===== config.mk =====
export PLATFORM = sky130hd
export DESIGN_NAME = pixel_packer_flat
export DESIGN_NICKNAME = d
export VERILOG_FILES = /design/src/rtl/image_pkg.sv /design/src/rtl/pixel_packer_if.sv /design/src/rtl/pix_fifo.sv /design/src/rtl/pixel_packer.sv /design/src/flat_wrapper.sv
export SDC_FILE = /design/constraint.sdc
export NUM_CORES = 2
export LEC_CHECK = 0
export BUFFER_PORTS_ARGS = -buffer_cell sky130_fd_sc_hd__buf_2
export CAP_MARGIN = 20
export CORE_ASPECT_RATIO = 1.2
export CORE_MARGIN = 5
export CORE_UTILIZATION = 57
export DETAILED_ROUTE_END_ITERATION = 10
export GPL_TIMING_DRIVEN = 1
export HOLD_SLACK_MARGIN = 0.03
export PLACE_DENSITY = 0.76
export SYNTH_ARGS = -nofsm -noshare
export SYNTH_HDL_FRONTEND = slang
export SYNTH_SLANG_ARGS = --single-unit

===== constraint.sdc =====
create_clock -name clk -period 4.4 [get_ports clk]
set_clock_uncertainty 0.1 [all_clocks]
set_input_delay 0.22 -clock clk [delete_from_list [all_inputs] [get_ports clk]]
set_output_delay 0.22 -clock clk [all_outputs]
set_load 0.02 [all_outputs]

===== src/rtl/image_pkg.sv =====
// Shared definitions for the image front-end blocks.
// Holds the default frame geometry, the pixel quantisation width, the
// output FSM state type and the quantiser used by pixel_packer.
package image_pkg;

    localparam int LINE_PIXELS    = 184;
    localparam int LINE_COUNT     = 36;
    localparam int WORDS_PER_LINE = LINE_PIXELS / 2;
    localparam int FIFO_DEPTH     = 256;
    localparam int QBITS          = 3;

    typedef enum logic [1:0] {
        IDLE  = 2'd0,
        WAIT  = 2'd1,
        BURST = 2'd2
    } pp_state_t;

    // Keep the top QBITS bits of a grey level (truncation, no rounding).
    function automatic logic [QBITS-1:0] quantise(input logic [7:0] pix);
        return pix[7:8-QBITS];
    endfunction

endpackage


===== src/rtl/pixel_packer_if.sv =====
// Pixel stream in / packed word stream out for pixel_packer.
//   pix_in, pix_valid, pix_sof : upstream pixel, its valid, start-of-frame
//   pix_ready                  : packer can accept a pixel
//   data4sr, data4sr_valid     : packed pair burst towards the shift registers
//   frame_done                 : pulse after the last word of a frame
//   sof_err                    : sticky misplaced start-of-frame flag
// master = source/sink around the packer, slave = the packer itself.
interface pixel_packer_if;
    import image_pkg::*;

    logic [7:0]         pix_in;
    logic               pix_valid;
    logic               pix_sof;
    logic               pix_ready;
    logic [2*QBITS-1:0] data4sr;
    logic               data4sr_valid;
    logic               frame_done;
    logic               sof_err;

    modport master (
        output pix_in, pix_valid, pix_sof,
        input  pix_ready, data4sr, data4sr_valid, frame_done, sof_err
    );

    modport slave (
        input  pix_in, pix_valid, pix_sof,
        output pix_ready, data4sr, data4sr_valid, frame_done, sof_err
    );

endinterface


===== src/rtl/pix_fifo.sv =====
// Single-clock FIFO for packed pixel pairs with line-boundary rewind.
//   clk, rst : clock, synchronous active-high reset (empties the FIFO)
//   push, wdata : write one word
//   pop, rdata  : rdata shows the head word; pop advances past it
//   mark        : remember the write pointer after this cycle's push
//   rewind      : move the write pointer back to the remembered position
//   count       : registered number of stored words
module pix_fifo import image_pkg::*; #(
    parameter int WIDTH = 2 * QBITS,
    parameter int DEPTH = image_pkg::FIFO_DEPTH,
    localparam int AW   = $clog2(DEPTH)
) (
    input  logic             clk,
    input  logic             rst,
    input  logic             push,
    input  logic [WIDTH-1:0] wdata,
    input  logic             pop,
    output logic [WIDTH-1:0] rdata,
    input  logic             mark,
    input  logic             rewind,
    output logic [AW:0]      count
);

    logic [WIDTH-1:0] mem [DEPTH];
    logic [AW:0]      wr_ptr, rd_ptr, mark_ptr;
    logic [AW:0]      wr_base, wr_next, rd_next;

    // A rewind takes effect before any push of the same cycle.
    always_comb begin
        wr_base = rewind ? mark_ptr : wr_ptr;
        wr_next = wr_base + (AW+1)'(push);
        rd_next = rd_ptr + (AW+1)'(pop);
    end

    // Count comes from the updated pointers, so push+pop leaves it unchanged.
    always_ff @(posedge clk) begin
        if (rst) begin
            wr_ptr   <= '0;
            rd_ptr   <= '0;
            mark_ptr <= '0;
            count    <= '0;
        end else begin
            wr_ptr <= wr_next;
            rd_ptr <= rd_next;
            count  <= wr_next - rd_next;
            if (mark) begin
                mark_ptr <= wr_next;
            end
        end
    end

    always_ff @(posedge clk) begin
        if (push) begin
            mem[wr_base[AW-1:0]] <= wdata;
        end
    end

    // Write-first: a word pushed into an empty FIFO is visible at once.
    assign rdata = (push && count == '0) ? wdata : mem[rd_ptr[AW-1:0]];

endmodule


===== src/rtl/pixel_packer.sv =====
// Quantises 8-bit grey pixels to QBITS, packs two per word into a FIFO and
// releases each image line as one gap-free burst of LINE_PIXELS/2 words.
//   clk, rst : clock, synchronous active-high reset
//   bus      : pixel_packer_if.slave (pixel input, packed burst output,
//              frame_done pulse, sticky sof_err)
module pixel_packer import image_pkg::*; #(
    parameter int LINE_PIXELS = image_pkg::LINE_PIXELS,
    parameter int LINE_COUNT  = image_pkg::LINE_COUNT,
    parameter int FIFO_DEPTH  = image_pkg::FIFO_DEPTH
) (
    input  logic           clk,
    input  logic           rst,
    pixel_packer_if.slave  bus
);

    localparam int WORDS = LINE_PIXELS / 2;
    localparam int AW    = $clog2(FIFO_DEPTH);
    localparam int PCW   = (LINE_PIXELS > 1) ? $clog2(LINE_PIXELS) : 1;
    localparam int LCW   = (LINE_COUNT > 1) ? $clog2(LINE_COUNT) : 1;
    localparam int BCW   = (WORDS > 1) ? $clog2(WORDS) : 1;

    localparam logic [PCW-1:0] PIX_LAST   = PCW'(LINE_PIXELS - 1);
    localparam logic [LCW-1:0] LINE_LAST  = LCW'(LINE_COUNT - 1);
    localparam logic [BCW-1:0] BURST_LAST = BCW'(WORDS - 1);
    localparam logic [AW:0]    LINE_WORDS = (AW+1)'(WORDS);
    localparam logic [AW:0]    FULL_COUNT = (AW+1)'(FIFO_DEPTH);

    // Input side
    logic                 phase;
    logic [QBITS-1:0]     half_reg;
    logic [PCW-1:0]       in_pix_cnt, pix_base;
    logic [LCW-1:0]       in_line_cnt, line_base;
    logic                 accept, eff_phase, push, rewind, line_end;
    logic                 sof_err_reg;
    logic [QBITS-1:0]     q;

    // Output side
    pp_state_t            state, next_state;
    logic [BCW-1:0]       burst_cnt;
    logic [LCW-1:0]       line_cnt;
    logic                 pop, burst_last, wrap_pend;
    logic [2*QBITS-1:0]   fifo_rdata, data_reg;
    logic                 valid_reg, frame_done_reg;
    logic [AW:0]          fifo_count;

    assign q = quantise(bus.pix_in);

    // Ready uses the registered count; a half-pair never needs space but
    // still waits for a free word so the odd pixel can always be stored.
    assign bus.pix_ready = !rst && (fifo_count < FULL_COUNT);

    // Start-of-frame restarts pairing and counting at this pixel. If data of
    // an unfinished line is outstanding, that line is dropped from the FIFO.
    always_comb begin
        accept    = bus.pix_valid && bus.pix_ready;
        eff_phase = phase && !bus.pix_sof;
        pix_base  = bus.pix_sof ? '0 : in_pix_cnt;
        line_base = bus.pix_sof ? '0 : in_line_cnt;
        push      = accept && eff_phase;
        line_end  = accept && (pix_base == PIX_LAST);
        rewind    = accept && bus.pix_sof &&
                    (phase || in_pix_cnt != '0 || in_line_cnt != '0);
    end

    always_ff @(posedge clk) begin
        if (rst) begin
            phase       <= 1'b0;
            half_reg    <= '0;
            in_pix_cnt  <= '0;
            in_line_cnt <= '0;
            sof_err_reg <= 1'b0;
        end else if (accept) begin
            phase <= !eff_phase;
            if (!eff_phase) begin
                half_reg <= q;
            end
            if (rewind) begin
                sof_err_reg <= 1'b1;
            end
            if (pix_base == PIX_LAST) begin
                in_pix_cnt  <= '0;
                in_line_cnt <= (line_base == LINE_LAST) ? '0 : line_base + 1'b1;
            end else begin
                in_pix_cnt  <= pix_base + 1'b1;
                in_line_cnt <= line_base;
            end
        end
    end

    pix_fifo #(
        .WIDTH (2 * QBITS),
        .DEPTH (FIFO_DEPTH)
    ) u_fifo (
        .clk    (clk),
        .rst    (rst),
        .push   (push),
        .wdata  ({q, half_reg}),
        .pop    (pop),
        .rdata  (fifo_rdata),
        .mark   (line_end),
        .rewind (rewind),
        .count  (fifo_count)
    );

    always_ff @(posedge clk) begin
        if (rst) begin
            state <= IDLE;
        end else begin
            state <= next_state;
        end
    end

    // A burst only starts with a whole line buffered, so it cannot starve;
    // returning to WAIT after each line guarantees one idle cycle between lines.
    always_comb begin
        next_state = state;
        pop        = 1'b0;
        burst_last = 1'b0;
        case (state)
            IDLE: next_state = WAIT;
            WAIT: begin
                if (fifo_count >= LINE_WORDS) begin
                    next_state = BURST;
                end
            end
            BURST: begin
                pop = 1'b1;
                if (burst_cnt == BURST_LAST) begin
                    burst_last = 1'b1;
                    next_state = WAIT;
                end
            end
            default: next_state = IDLE;
        endcase
    end

    // Outputs are registered from the word popped this cycle; frame_done
    // is delayed one extra cycle so it lands just after the final word.
    always_ff @(posedge clk) begin
        if (rst) begin
            burst_cnt      <= '0;
            line_cnt       <= '0;
            data_reg       <= '0;
            valid_reg      <= 1'b0;
            wrap_pend      <= 1'b0;
            frame_done_reg <= 1'b0;
        end else begin
            valid_reg      <= (state == BURST);
            data_reg       <= (state == BURST) ? fifo_rdata : '0;
            burst_cnt      <= (state == BURST && !burst_last) ? burst_cnt + 1'b1 : '0;
            wrap_pend      <= burst_last && (line_cnt == LINE_LAST);
            frame_done_reg <= wrap_pend;
            if (burst_last) begin
                line_cnt <= (line_cnt == LINE_LAST) ? '0 : line_cnt + 1'b1;
            end
        end
    end

    assign bus.data4sr       = data_reg;
    assign bus.data4sr_valid = valid_reg;
    assign bus.frame_done    = frame_done_reg;
    assign bus.sof_err       = sof_err_reg;

endmodule

===== src/flat_wrapper.sv =====
// flat-port wrapper written by rule: the top's interface ports become plain ports
module pixel_packer_flat import image_pkg::*;
#(
    parameter int LINE_PIXELS = image_pkg::LINE_PIXELS,
    parameter int LINE_COUNT  = image_pkg::LINE_COUNT,
    parameter int FIFO_DEPTH  = image_pkg::FIFO_DEPTH
)
  (clk, rst, bus_pix_in, bus_pix_valid, bus_pix_sof, bus_pix_ready, bus_data4sr, bus_data4sr_valid, bus_frame_done, bus_sof_err);
  pixel_packer_if bus_i ();
  input  logic clk;
  input  logic rst;
  input wire logic [$bits(bus_i.pix_in)-1:0] bus_pix_in;
  input wire logic [$bits(bus_i.pix_valid)-1:0] bus_pix_valid;
  input wire logic [$bits(bus_i.pix_sof)-1:0] bus_pix_sof;
  output wire logic [$bits(bus_i.pix_ready)-1:0] bus_pix_ready;
  output wire logic [$bits(bus_i.data4sr)-1:0] bus_data4sr;
  output wire logic [$bits(bus_i.data4sr_valid)-1:0] bus_data4sr_valid;
  output wire logic [$bits(bus_i.frame_done)-1:0] bus_frame_done;
  output wire logic [$bits(bus_i.sof_err)-1:0] bus_sof_err;
  assign bus_i.pix_in = bus_pix_in;
  assign bus_i.pix_valid = bus_pix_valid;
  assign bus_i.pix_sof = bus_pix_sof;
  assign bus_pix_ready = bus_i.pix_ready;
  assign bus_data4sr = bus_i.data4sr;
  assign bus_data4sr_valid = bus_i.data4sr_valid;
  assign bus_frame_done = bus_i.frame_done;
  assign bus_sof_err = bus_i.sof_err;
  pixel_packer #(.LINE_PIXELS(LINE_PIXELS), .LINE_COUNT(LINE_COUNT), .FIFO_DEPTH(FIFO_DEPTH)) u_core (.clk(clk), .rst(rst), .bus(bus_i));
endmodule

== After elaboration in Yosys (flattened, before gate mapping) ==
Memory sizes are Yosys's and may differ from the RTL's. A register that Yosys moved wholly into a read port is not among the register bits.
Index checks and enable logic that the tools add are counted.

* Output and inout port bits: 10
* Bits in writable memories: 1,536
* Memories: 1
* Flip-flop bits (word level): 79
* Input port bits: 12

* Eq/ne operators: 8
* Order comparisons: 2
* Bitwise logic cells: 3
* Muxes and demuxes: 17
* Reduce and logical (&&, ||, !) cells: 25
* $add $sub $neg: 7

{| class="wikitable"
|+ Memories
! memory !! words !! width !! read ports !! clocked after memory_dff !! write ports !! RTL line !! RTL
|-
| u_core.u_fifo.mem || 256 || 6 || 1 || 1 || 1 || pix_fifo.sv:24 || <nowiki>logic [WIDTH-1:0] mem [DEPTH];</nowiki>
|}

{| class="wikitable"
|+ Operators with widths
! cell !! count
|-
| 6-bit 2-to-1 mux || 5
|-
| 8-bit 2-to-1 mux || 3
|-
| 9-bit by 1-bit adder with 9-bit output || 2
|-
| 6-bit by 1-bit adder with 6-bit output, second input constant || 2
|-
| 6-bit == test, second input constant || 2
|-
| 1-bit logical AND || 10
|-
| 9-bit by 7-bit >= comparator with 1-bit output, second input constant || 1
|-
| 9-bit logical NOT || 1
|-
| 9-bit less-than comparator, second input constant || 1
|-
| 9-bit 2-to-1 mux || 1
|-
| 9-bit subtractor || 1
|-
| 8-bit by 1-bit adder with 8-bit output, second input constant || 1
|-
| 8-bit == test, second input constant || 1
|-
| 8-bit nonzero test || 1
|-
| 7-bit by 1-bit adder with 7-bit output, second input constant || 1
|-
| 7-bit == test, second input constant || 1
|-
| 2-bit one-hot mux with 3 select lines || 1
|-
| 2-bit AND reduction || 3
|-
| 6-bit nonzero test || 1
|-
| 1-bit 2-to-1 mux || 5
|-
| 1-bit logical NOT || 4
|-
| 2-bit 2-to-1 mux || 2
|-
| 2-bit by 1-bit inequality test with 1-bit output, second input constant || 2
|-
| 2-bit OR reduction || 2
|-
| other kinds (5) || 8
|}

== Logic depth before layout (Yosys ltp) ==
* Depth after elaboration: 8
* Mapped depth: 21
* Mapped depth without buffers: 18

== Cells and area by module ==
Synthesis repeated with hierarchy kept, for this count alone.

* Cell total of the unflattened synthesis: 3,362
* Area total of the unflattened synthesis: 63,678.6 um^2

{| class="wikitable"
|+ Modules (own cells, without submodules)
! module !! seq. area each (um^2) !! cells each !! area each (um^2) !! instances
|-
| pix_fifo || 46,844.9 || 3,121 || 61,622.9 || 1
|-
| pixel_packer || 860.8 || 241 || 2,055.7 || 1
|}

== Least setup slack after synthesis ==
No wires, ideal clock.

* Path kind: register to register
* Start: register u_core.half_reg[2]
* End: register u_core.data_reg[2], in the netlist u_core.bus.data4sr[2]
* Setup time: 0.086 ns
* Path slack: -0.408 ns
* Path buffers: 0
* Cell stages (with the launch flop): 4
* Period minus slack after synthesis: 4.808 ns
* Arrival: 4.621 ns
* Required time: 4.214 ns
* Cell sequence: dfxtp_1 o21ai_0 or4_4 a221oi_2

* Longest elaborated chain between the ends: 1

{| class="wikitable"
|+ RTL lines
! element !! RTL line !! RTL
|-
| from (decl) || pixel_packer.sv:30 || <nowiki>logic [QBITS-1:0] half_reg;</nowiki>
|-
| from (signal assigned) || pixel_packer.sv:75 || <nowiki>half_reg <= q;</nowiki>
|-
| 6-bit 2-to-1 mux || pix_fifo.sv:59 || <nowiki>assign rdata = (push && count == '0) ? wdata : mem[rd_ptr[AW-1:0]];</nowiki>
|-
| to (signal assigned) || pixel_packer.sv:149 || <nowiki>data_reg <= (state == BURST) ? fifo_rdata : '0;</nowiki>
|-
| to (decl) || pixel_packer.sv:42 || <nowiki>logic [2*QBITS-1:0] fifo_rdata, data_reg;</nowiki>
|}

Every way passes these cells.
A chain may end at the register's enable or synchronous reset.

== Worst setup path in the final report ==
* Start: register u_core.u_fifo.count[8]
* End: memory u_core.u_fifo.mem[77][4] in the netlist's numbering, enable pin

* Longest elaborated chain between the ends: 6

{| class="wikitable"
|+ RTL lines
! element !! RTL line !! RTL
|-
| from (decl) || pix_fifo.sv:21 || <nowiki>output logic [AW:0] count</nowiki>
|-
| from (signal assigned) || pix_fifo.sv:45 || <nowiki>count <= wr_next - rd_next;</nowiki>
|-
| 9-bit less-than comparator * || pixel_packer.sv:50 || <nowiki>assign bus.pix_ready = !rst && (fifo_count < FULL_COUNT);</nowiki>
|-
| 1-bit logical AND * || pixel_packer.sv:50 ||
|-
| 1-bit logical AND * || pixel_packer.sv:55 || <nowiki>accept = bus.pix_valid && bus.pix_ready;</nowiki>
|-
| 1-bit logical AND (on tied branches) || pixel_packer.sv:59, pixel_packer.sv:61 ||
|-
| 1-bit 2-to-1 mux / 1-bit logical AND (equally long branches) || pix_fifo.sv:53, pixel_packer.sv:61 ||
|-
| 1-bit 2-to-1 mux (implied by the code) / 9-bit 2-to-1 mux (equally long branches) || pix_fifo.sv:54, pix_fifo.sv:30 ||
|-
| to (decl) || pix_fifo.sv:24 ||
|}

Mark *: on every way between the ends. The rest lies on a longest branch, timed or not.

==> flow_summary.json <==
{
  "drt-total-wl_um": 150000,
  "cts_tree": "done",
  "die_x_um": 316,
  "cts_made_buffers": 148,
  "cts.htree.levels": 4,
  "largest_register_ffs": 1536,
  "setup_violations": 0,
  "dr.pass1.iters": 8,
  "drive_gt1_share_pct": 22.0,
  "drcViolationCount": 0,
  "timing.rr.end": "u_core.u_fifo.mem[77][4]$_DFFE_PP_",
  "syn_avg_cell_area_sq_um": 19.1,
  "leakage_nw": 21.8,
  "fin_crit_sh_pct": 95.8,
  "report.final.slew_viol_count": 0,
  "fillers": 7159,
  "slew_headroom_pct": 26.3,
  "synthArstFlopShare_pct": 0,
  "instances_no_fill": 5069,
  "ys_types": 81,
  "dpl.cell_count": 4796,
  "worst_setup_path_end_kind": "register",
  "holdCritPathClass": "in -> reg",
  "antenna_left": 0,
  "ir_drop_uv": 441,
  "hold_start": "bus_pix_in[7]",
  "start_util_pct": 57.5,
  "r2r_cells": 9,
  "hold_end": "u_core.u_fifo.mem[7][5]$_DFFE_PP_",
  "cp_data_arrival_time_ps": 4510,
  "cts_buffer_depth": 3,
  "critical_path_class": "reg -> reg",
  "fin_crit_ps": 4220,
  "cts_root_buf": "clkbuf_16",
  "coreArea_sq_mm": 0.111,
  "ios": 22,
  "tns_ps": 0,
  "synth_edf_count": 1536,
  "worst_pin_slew_ps": 1110,
  "clk_latency_ps": 770,
  "p_per_area_mw_per_mm2": 462,
  "required_ps": 4700,
  "vias_per_cell": 6.56,
  "mostFrequentLayoutCell": "edfxtp_1",
  "finalHoldViolations": 0,
  "area_growth_pct": 11.4,
  "crit_slowest_cell": "o31ai_1",
  "cts.sinks": 1615,
  "grt_usage_pct": 25.3,
  "post_drt_wl_per_cell_um": 29.6,
  "vias": 33300,
  "netlist_area_sq_mm": 0.0641,
  "worstReg2RegStart": "u_core.u_fifo.count[8]$_SDFF_PP0_",
  "grt_pass1_vias": 33600,
  "cpMostUsedCell": "buf_4",
  "worstPathMaxFanout": 19,
  "ys_seq_area_share_pct": 74.4,
  "synthFlopType": "edfxtp_1",
  "ys_warn_count": 0,
  "max_stage_delay_ps": 830,
  "drt_iter0_markers": 4145,
  "fin_hold_ws_ps": 84.2,
  "layout_common_cells": "1536 x edfxtp_1, 332 x mux4_2, 256 x nor2_1",
  "grt_overflow": 0,
  "min_delay_path_depth": 1,
  "fmax_mhz": 237,
  "ys_ff_latch": 1615,
  "synthesis.nets": 3386,
  "critPathLaunchType": "register",
  "nNetsFinal": 3484,
  "fp.dieH_um": 377,
  "r2r_setup_slack_ps": 180,
  "place.gp.congestion": 0.866,
  "clk_pin_slew_ps": 60,
  "synthCells": 3357,
  "grt_pass1_wl_um": 222000,
  "dp_hpwl_um": 88200,
  "fp-row-count": 134,
  "dieArea_sq_mm": 0.119,
  "drv_cap": 0,
  "io_buffers": 16,
  "worstPathCellList": "nor3b_2, buf_4, and2_1, nand2_2, buf_4, o31ai_1, o21ai_1, buf_4, nor3_1",
  "grt_antenna_before_repair": 2,
  "grt_max_degree": 227,
  "outcome": "complete, no violations"
}
[routing by layer]
metal  vias up  global-route usage (%)  share of wire (%)
li1      13900                       -                  -
met5         -                       0                  0
met4         0                    10.5                4.6
met3       373                    5.24                9.9
met1     17000                    34.6                 37
met2      1944                    40.6                 49
[power breakdown]
part           switching (mW)  internal (mW)  total (mW)
clock                    5.56           7.81        13.4
sequential             0.0913           16.9        17.0
combinational            1.43           1.22        2.65
total                    7.08           25.9        33.0
[worst max path at each step]
| stage | startpoint | endpoint | cells after the start |
|---|---|---|---|
| floorplan | u_core.half_reg[1]$_SDFFE_PP0P_ | u_core.bus.data4sr[1]$_SDFF_PP0_ | 2 |
| global placement | rst | u_core.u_fifo.mem[142][3]$_DFFE_PP_ | 10 |
| detailed placement | rst | u_core.u_fifo.mem[143][5]$_DFFE_PP_ | 10 |
| CTS | u_core.in_pix_cnt[4]$_SDFFE_PP0P_ | u_core.u_fifo.mem[198][2]$_DFFE_PP_ | 7 |
| global route | u_core.in_pix_cnt[4]$_SDFFE_PP0P_ | u_core.u_fifo.count[8]$_SDFF_PP0_ | 17 |
| finish | u_core.u_fifo.count[8]$_SDFF_PP0_ | u_core.u_fifo.mem[77][4]$_DFFE_PP_ | 9 |
[Yosys cell counts, types with 12 or more instances]
| library cell | n | area [sq um] |
|---|---|---|
| nand2_1 | 70 | 263 |
| nor3_1 | 68 | 340 |
| buf_8 | 12 | 180 |
| inv_1 | 19 | 71.3 |
| xnor2_1 | 17 | 149 |
| o22ai_1 | 14 | 87.6 |
| a22oi_1 | 53 | 398 |
| buf_4 | 16 | 120 |
| o221ai_1 | 54 | 473 |
| nand4_1 | 17 | 106 |
| o21ai_0 | 58 | 290 |
| dfxtp_1 | 79 | 1580 |
| clkbuf_1 | 91 | 342 |
| mux2i_1 | 161 | 1610 |
| mux4_2 | 332 | 7480 |
| buf_6 | 25 | 282 |
| nand3_1 | 27 | 135 |
| a22o_1 | 19 | 166 |
| or3_1 | 23 | 144 |
| nor2b_1 | 22 | 138 |
| edfxtp_1 | 1536 | 46100 |
| a211oi_1 | 24 | 180 |
| nor2_1 | 274 | 1030 |
| a21oi_1 | 90 | 450 |
| a221oi_1 | 13 | 114 |
| xor2_1 | 14 | 123 |
| ha_1 | 16 | 200 |
| buf_2 | 64 | 320 |
[final cells by class]
cell class              instances  area (sq um)  area share [%]
flip-flops and latches       1615         47700            66.9
multi-input cells            1502         15200            21.2
clock buffers                 183          3940            5.52
well taps                    1496          1870            2.62
repair buffers                168          1470            2.06
clock inverters                84          1110            1.56
inverters                      20          77.6           0.109
diodes                          1          2.50         0.00351
[logic make-up after synthesis]
group | count (synthesis) | synth area share [%]
AND/OR/NAND/NOR | 576 | 4.25
XOR/XNOR | 31 | 0.424
multiplexers | 498 | 14.3
flip-flops | 1615 | 74.4
adder cells (fa/ha/maj) | 17 | 0.344
AO/OA/AOI/OAI | 380 | 4.08
buffers and inverters | 240 | 2.16
[critical path, delay by kind of cell, from the launching register on]
family | cells | cell delay, ps
buf+inv | 3 | 840
flops | 1 | 350
compound gates | 2 | 1100
simple gates | 4 | 1460
[metrics by stage]
step	power, mW	setup WS (ps)	util [%]	instance area [sq um]
finish	33.0	185	64.0	71400
global route	33.9	-18.8	64.0	71400
CTS	33.1	-108	63.9	71300
detailed placement	20.0	-248	59.3	66200
global placement	19.9	-28.4	59.3	66200
floorplan	19.4	18.3	-	64100
[repair_timing]
item,CTS,global route
resized for setup,9,25
hold buffers,5,0
buffers inserted,0,0
hold endpoints to repair,61,0
cloned,0,0
pin swaps,0,0
setup endpoints to repair,194,701
No activity file was read; power rests on OpenSTA's default activity.
